==> src/rtl/ff_layer_scheduler_if.sv <==
// Handshake bundle between the layer scheduler and its environment.
//   Host request  : req_valid, req_ready, req_train, req_is_positive
//   Datapath pulse: fwd/good/plast start (scheduler -> datapath) and done (datapath -> scheduler)
//   Context       : layer_sel, plast_is_positive
// Modports:
//   slave  - the scheduler
//   master - host plus datapath blocks (drive requests and done pulses)
interface ff_layer_scheduler_if #(
  parameter int unsigned NUM_LAYERS = 2
);
  localparam int unsigned LselW = (NUM_LAYERS > 1) ? $clog2(NUM_LAYERS) : 1;

  logic             req_valid;
  logic             req_ready;
  logic             req_train;
  logic             req_is_positive;
  logic [LselW-1:0] layer_sel;
  logic             fwd_start;
  logic             fwd_done;
  logic             good_start;
  logic             good_done;
  logic             plast_start;
  logic             plast_done;
  logic             plast_is_positive;

  modport slave (
    input  req_valid, req_train, req_is_positive, fwd_done, good_done, plast_done,
    output req_ready, layer_sel, fwd_start, good_start, plast_start, plast_is_positive
  );

  modport master (
    output req_valid, req_train, req_is_positive, fwd_done, good_done, plast_done,
    input  req_ready, layer_sel, fwd_start, good_start, plast_start, plast_is_positive
  );
endinterface

==> src/rtl/ff_layer_scheduler.sv <==
// Per-sample sequencer for a forward-forward network. For each layer it issues
// forward -> goodness -> (train only) plasticity, waiting for each done pulse under
// a watchdog. A timeout parks the FSM in ERROR until err_clear.
// Ports:
//   clk, rst_n    - clock, asynchronous active-low reset
//   bus (slave)   - request handshake, start/done pulse pairs, layer_sel, plast_is_positive
//   busy          - FSM not in IDLE
//   sample_done   - one-cycle pulse when a sample completes
//   sample_count  - saturating count of completed samples
//   err/err_clear - sticky timeout flag and its clear
module ff_layer_scheduler #(
  parameter int unsigned NUM_LAYERS     = 2,
  parameter int unsigned TIMEOUT_CYCLES = 1048576,
  parameter int unsigned CNT_WIDTH      = 32
) (
  input  logic                 clk,
  input  logic                 rst_n,
  ff_layer_scheduler_if.slave  bus,
  output logic                 busy,
  output logic                 sample_done,
  output logic [CNT_WIDTH-1:0] sample_count,
  output logic                 err,
  input  logic                 err_clear
);

  localparam int unsigned LselW = (NUM_LAYERS > 1) ? $clog2(NUM_LAYERS) : 1;
  localparam int unsigned WdogW = (TIMEOUT_CYCLES > 1) ? $clog2(TIMEOUT_CYCLES) : 1;
  localparam logic [LselW-1:0] LastLayer = LselW'(NUM_LAYERS - 1);
  localparam logic [WdogW-1:0] WdogLimit = WdogW'(TIMEOUT_CYCLES - 1);

  typedef enum logic [3:0] {
    StIdle,
    StFwd,
    StFwdWait,
    StGood,
    StGoodWait,
    StPlast,
    StPlastWait,
    StDone,
    StError
  } state_e;

  state_e           state_q;
  logic [WdogW-1:0] wdog_q;
  logic             mode_train_q;
  logic             mode_pos_q;

  assign busy          = (state_q != StIdle);
  assign bus.req_ready = (state_q == StIdle) && !err;

  always_ff @(posedge clk or negedge rst_n) begin
    if (!rst_n) begin
      state_q               <= StIdle;
      wdog_q                <= '0;
      mode_train_q          <= 1'b0;
      mode_pos_q            <= 1'b0;
      bus.layer_sel         <= '0;
      bus.fwd_start         <= 1'b0;
      bus.good_start        <= 1'b0;
      bus.plast_start       <= 1'b0;
      bus.plast_is_positive <= 1'b0;
      sample_done           <= 1'b0;
      sample_count          <= '0;
      err                   <= 1'b0;
    end else begin
      // Start and done pulses are asserted on the transition into their state,
      // so they are high for exactly that one cycle.
      bus.fwd_start   <= 1'b0;
      bus.good_start  <= 1'b0;
      bus.plast_start <= 1'b0;
      sample_done     <= 1'b0;

      case (state_q)
        StIdle: begin
          if (bus.req_valid && bus.req_ready) begin
            mode_train_q  <= bus.req_train;
            mode_pos_q    <= bus.req_is_positive;
            bus.layer_sel <= '0;
            bus.fwd_start <= 1'b1;
            state_q       <= StFwd;
          end
        end
        // Done inputs are not looked at in the start states, so a done
        // coincident with its start pulse is dropped.
        StFwd: begin
          wdog_q  <= '0;
          state_q <= StFwdWait;
        end
        StFwdWait: begin
          if (bus.fwd_done) begin
            bus.good_start <= 1'b1;
            state_q        <= StGood;
          end else if (wdog_q == WdogLimit) begin
            err     <= 1'b1;
            state_q <= StError;
          end else begin
            wdog_q <= wdog_q + WdogW'(1);
          end
        end
        StGood: begin
          wdog_q  <= '0;
          state_q <= StGoodWait;
        end
        StGoodWait: begin
          if (bus.good_done) begin
            if (mode_train_q) begin
              bus.plast_start       <= 1'b1;
              bus.plast_is_positive <= mode_pos_q;
              state_q               <= StPlast;
            end else if (bus.layer_sel == LastLayer) begin
              sample_done <= 1'b1;
              state_q     <= StDone;
            end else begin
              bus.layer_sel <= bus.layer_sel + LselW'(1);
              bus.fwd_start <= 1'b1;
              state_q       <= StFwd;
            end
          end else if (wdog_q == WdogLimit) begin
            err     <= 1'b1;
            state_q <= StError;
          end else begin
            wdog_q <= wdog_q + WdogW'(1);
          end
        end
        StPlast: begin
          wdog_q  <= '0;
          state_q <= StPlastWait;
        end
        StPlastWait: begin
          if (bus.plast_done) begin
            if (bus.layer_sel == LastLayer) begin
              sample_done <= 1'b1;
              state_q     <= StDone;
            end else begin
              bus.layer_sel <= bus.layer_sel + LselW'(1);
              bus.fwd_start <= 1'b1;
              state_q       <= StFwd;
            end
          end else if (wdog_q == WdogLimit) begin
            err     <= 1'b1;
            state_q <= StError;
          end else begin
            wdog_q <= wdog_q + WdogW'(1);
          end
        end
        StDone: begin
          if (sample_count != '1) begin
            sample_count <= sample_count + CNT_WIDTH'(1);
          end
          state_q <= StIdle;
        end
        StError: begin
          if (err_clear) begin
            err     <= 1'b0;
            state_q <= StIdle;
          end
        end
        default: state_q <= StIdle;
      endcase
    end
  end

endmodule

==> src/flat_wrapper.sv <==
// flat-port wrapper written by rule: the top's interface ports become plain ports
module ff_layer_scheduler_flat 
#(
  parameter int unsigned NUM_LAYERS     = 2,
  parameter int unsigned TIMEOUT_CYCLES = 1048576,
  parameter int unsigned CNT_WIDTH      = 32
)
  (clk, rst_n, busy, sample_done, sample_count, err, err_clear, bus_req_valid, bus_req_train, bus_req_is_positive, bus_fwd_done, bus_good_done, bus_plast_done, bus_req_ready, bus_layer_sel, bus_fwd_start, bus_good_start, bus_plast_start, bus_plast_is_positive);
  ff_layer_scheduler_if #(.NUM_LAYERS(NUM_LAYERS)) bus_i ();
  input  logic clk;
  input  logic rst_n;
  output logic busy;
  output logic sample_done;
  output logic [CNT_WIDTH-1:0] sample_count;
  output logic err;
  input  logic err_clear;
  input wire logic [$bits(bus_i.req_valid)-1:0] bus_req_valid;
  input wire logic [$bits(bus_i.req_train)-1:0] bus_req_train;
  input wire logic [$bits(bus_i.req_is_positive)-1:0] bus_req_is_positive;
  input wire logic [$bits(bus_i.fwd_done)-1:0] bus_fwd_done;
  input wire logic [$bits(bus_i.good_done)-1:0] bus_good_done;
  input wire logic [$bits(bus_i.plast_done)-1:0] bus_plast_done;
  output wire logic [$bits(bus_i.req_ready)-1:0] bus_req_ready;
  output wire logic [$bits(bus_i.layer_sel)-1:0] bus_layer_sel;
  output wire logic [$bits(bus_i.fwd_start)-1:0] bus_fwd_start;
  output wire logic [$bits(bus_i.good_start)-1:0] bus_good_start;
  output wire logic [$bits(bus_i.plast_start)-1:0] bus_plast_start;
  output wire logic [$bits(bus_i.plast_is_positive)-1:0] bus_plast_is_positive;
  assign bus_i.req_valid = bus_req_valid;
  assign bus_i.req_train = bus_req_train;
  assign bus_i.req_is_positive = bus_req_is_positive;
  assign bus_i.fwd_done = bus_fwd_done;
  assign bus_i.good_done = bus_good_done;
  assign bus_i.plast_done = bus_plast_done;
  assign bus_req_ready = bus_i.req_ready;
  assign bus_layer_sel = bus_i.layer_sel;
  assign bus_fwd_start = bus_i.fwd_start;
  assign bus_good_start = bus_i.good_start;
  assign bus_plast_start = bus_i.plast_start;
  assign bus_plast_is_positive = bus_i.plast_is_positive;
  ff_layer_scheduler #(.NUM_LAYERS(NUM_LAYERS), .TIMEOUT_CYCLES(TIMEOUT_CYCLES), .CNT_WIDTH(CNT_WIDTH)) u_core (.clk(clk), .rst_n(rst_n), .bus(bus_i), .busy(busy), .sample_done(sample_done), .sample_count(sample_count), .err(err), .err_clear(err_clear));
endmodule
==> config.mk <==
export PLATFORM = sky130hd
export DESIGN_NAME = ff_layer_scheduler_flat
export DESIGN_NICKNAME = d
export VERILOG_FILES = /design/src/rtl/ff_layer_scheduler_if.sv /design/src/rtl/ff_layer_scheduler.sv /design/src/flat_wrapper.sv
export SDC_FILE = /design/constraint.sdc
export NUM_CORES = 1
export LEC_CHECK = 0
export CORE_ASPECT_RATIO = 1.75
export CORE_MARGIN = 3
export CORE_UTILIZATION = 49
export CTS_BUF_LIST = sky130_fd_sc_hd__clkbuf_8 sky130_fd_sc_hd__clkbuf_16
export CTS_CLUSTER_DIAMETER = 100
export CTS_CLUSTER_SIZE = 14
export DETAILED_ROUTE_END_ITERATION = 12
export PLACE_DENSITY = 0.83
export SYNTH_ARGS = -nofsm -noshare
export SYNTH_HDL_FRONTEND = slang
export SYNTH_SLANG_ARGS = --single-unit
export TNS_END_PERCENT = 20
==> constraint.sdc <==
create_clock -name clk -period 2.1 [get_ports clk]
set_clock_uncertainty 0.05 [all_clocks]
set_input_delay 0.42 -clock clk [delete_from_list [all_inputs] [get_ports clk]]
set_output_delay 0.42 -clock clk [all_outputs]
set_load 0.02 [all_outputs]
==> key figures <==
Route
  – DR vias: between 3000 and 4000
  – Via/cell ratio: between 6 and 7
  – Remaining antenna violation count: 0
  – Drt total wl: 9710 um
  – Drt wl/cell: 17.9 um
  – Iter 0 DRT Violations: 263
  – Drt first pass iters: 6
  – DRC Markers: 0

Synthesis
  – Post-synth EDFFs: 0
  – Xor/xnor share of the synthesized area: 7.97%
  – Syn_nets: roughly 360
  – Synth Area in Simple Gates: roughly 28%
  – Yosys cell types: 49
  – Synthesis Warnings: 0
  – Mux cell area share after synthesis: 2.83%
  – Mean area per synthesized cell: 9.70 um^2
  – Synth Instances: 351
  – Post-Synth Adder-Cell Area: less than 1%
  – Seq/Total Area, Yosys: 47.8%
  – Compound-Gate Fraction of Synth Area: 10.3%
  – Synthesis-stage register bit count: 65
  – FFs w/ async S/R, synth: 100%
  – Synthesized area: between 3000 and 4000 um^2
  – Synth Flop Type: dfrtp_1
  – Largest family of logic cells by synthesized area: simple AND/OR/NAND/NOR gates

Floorplan
  – Die Y: 116 um
  – Die W: slightly below 70 um
  – Boundary pin count: 50
  – Core Area: 6640 um^2
  – Rows: 39
  – Die area: ~8000 um^2
  – Starting Density: 51.3%

Critical path
  – Crit path max fanout: 8
  – Critical Path RT: approximately 2.3 ns
  – R2R Path Start: u_core.wdog_q[0]
  – Worst R2R Path Depth: 7
  – Crit. End Element: flop
  – Critical setup path kind: flop to flop
  – Crit path arrival time: 2.28 ns
  – Type of origin of the critical path: flop
  – Reg2reg end: u_core.wdog_q[10]
  – Setup slack, reg-to-reg: 0.02 ns

Layout
  – Most frequent cells in the layout: dfrtp_1 (63), buf_4 (53), clkdlybuf4s50_1 (44)
  – Commonest non-fill, non-tap cell in the layout: dfrtp_1
  – # diodes: 0
  – Share of cells above drive strength 1: about a quarter
  – Nets: 466
  – Fin cells: 542
  – Area delta synth->final: 40.5%

Clocking
  – CTS H-tree lvls: 3
  – Num CTS Buffers: 9
  – Clock transition at path regs: 0.06 ns
  – Later-pin clock latency in the skew report: 0.34 ns
  – CTS tree: built
  – Longest Clk Path Bufs: 2
  – Clock root cell: clkbuf_16
  – Hold buffer count at cts: 0
  – Clk sink count: 65

Placed design
  – Inst Count DP: 521
  – DP Wirelength: 6520 um
  – GPL Wtd Cong: 0.870
  – IO Port Bufs: 49

STA
  – Max Slew Vio Count: 0
  – Period Utilization, post-route: 98.9%
  – Worst slew pin tran: approximately 0.5 ns
  – Fin crit period: 2.08 ns
  – Hold Vio Cnt, Final: 0
  – Achievable frequency: 481 MHz
  – RSZ-0062 raised after global routing: true
  – Slew margin rel.: 66.1%
  – Final setup vio count: 0

Global routing
  – GR Overflow Total: 0
  – GRT Total Usage: 23.7%
  – Largest net degree at the start of global routing: 66
  – Initial antenna violation count: 0
  – Vias in the first global route: between 3000 and 4000
  – First-pass GRT wire length: 15100 um

Hold path
  – Worst min path class: input port to async pin

Pwr
  – Overall Power: 2800 uW
  – Pwr per Cell Area: 585 nW/um^2
  – Pleak: between 0.002 and 0.0025 uW
  – Peak supply drop: between 0.6 and 0.7 mV

Run status
  – Status: finished clean

Run
  – Max-cap violations: 0
[cell usage after synthesis (all sizes together) (7+ instances only)]
master,count,share of area [%]
dfrtp,65,48
nand2,28,3.1
nand3,25,3.7
nand4,23,4.2
nor2,22,2.4
xnor2,22,5.7
a21oi,20,2.9
inv,13,1.4
o21ai,12,1.8
or4,12,2.8
o31ai,11,2.4
and3,10,1.8
xor2,9,2.3
clkbuf,8,0.88
nor3,7,1.2
[cell type report]
type	count	area [um^2]
Clock buffer	10	239
Multi-Input combinational cell	261	1770
Sequential cell	65	1630
Fill cell	479	1850
Inverter	13	48.8
Tap cell	82	103
Clock inverter	6	57.6
Timing Repair Buffer	105	933
[power breakdown]
group,internal [uW],total [uW],switching [uW]
clock,941,1500,555
sequential,1250,1250,0
combinational,17.4,49.5,32.0
total,2210,2800,587
[registers in the layout, summed over array words and instances (netlist names)]
name                          count
u_core.mode_train_q               1
u_core.wdog_q                    20
u_core.sample_done                1
u_core.err                        1
u_core.mode_pos_q                 1
u_core.bus.fwd_start              1
u_core.bus.plast_start            1
u_core.bus.good_start             1
u_core.bus.layer_sel              1
u_core.state_q                    4
u_core.bus.plast_is_positive      1
u_core.sample_count              32
[routing by layer]
| layer | up-vias | routed length, um | share of wire [%] | global-route usage [%] |
|---|---|---|---|---|
| met2 | 131 | 5410 | 56 | 45.0 |
| li1 | 1495 | - | - | - |
| met3 | 32 | 447 | 4.6 | 5.00 |
| met1 | 1609 | 3540 | 36 | 24.8 |
| met5 | - | 0 | 0 | 0 |
| met4 | 0 | 310 | 3.2 | 10.8 |
[metrics by stage]
step | area [um^2] | setup TNS (ns) | hold slack, ns | setup WS, ns | util, %
after global routing | 4780 | -0.179 | 0.0942 | -0.0465 | 72.1
after global placement | 4350 | -4.26 | 0.409 | -0.403 | 65.6
final | 4780 | 0 | 0.0509 | 0.0230 | 72.1
after CTS | 4650 | -0.130 | 0.0774 | -0.0803 | 70.1
after floorplan | 3410 | -0.0330 | 0.0744 | -0.0202 | -
after detailed placement | 4350 | -5.07 | 0.427 | -0.427 | 65.6
[cell families after synthesis]
logic type / after synthesis
AOI/OAI and AO/OA: 55
DFF: 65
xor gates and xnor gates: 31
and+or+nand+nor: 164
buffers and inverters: 25
muxes: 9
adders and majority gates: 2
[how the worst max path moves through the flow]
stage          depth (start not counted)                   start                endpoint
5_1_grt                                8        u_core.wdog_q[0]       u_core.wdog_q[18]
3_3_place_gp                           6           bus_good_done       u_core.wdog_q[11]
6_report                               7        u_core.wdog_q[0]       u_core.wdog_q[10]
2_1_floorplan                          6  u_core.sample_count[0]  u_core.sample_count[2]
3_5_place_dp                           6           bus_good_done       u_core.wdog_q[11]
4_1_cts                                6           bus_good_done       u_core.wdog_q[11]
[worst max-delay path, stage by stage, from the launching register on]
cell     delay [ns]
dfrtp_1        0.42
ha_2           0.21
and3_4         0.21
buf_6          0.10
nand3_2        0.08
a211o_4        0.36
or4_1          0.42
a21oi_1        0.15
[repair_timing]
| item | CTS | global route |
|---|---|---|
| setup endpoints to repair | 6 | 28 |
| setup buffers | 0 | 5 |
| hold endpoints to repair | 0 | 0 |
| gates resized for setup | 3 | 26 |
| pin swaps | 0 | 10 |
Power figures use the tool's default switching activity.
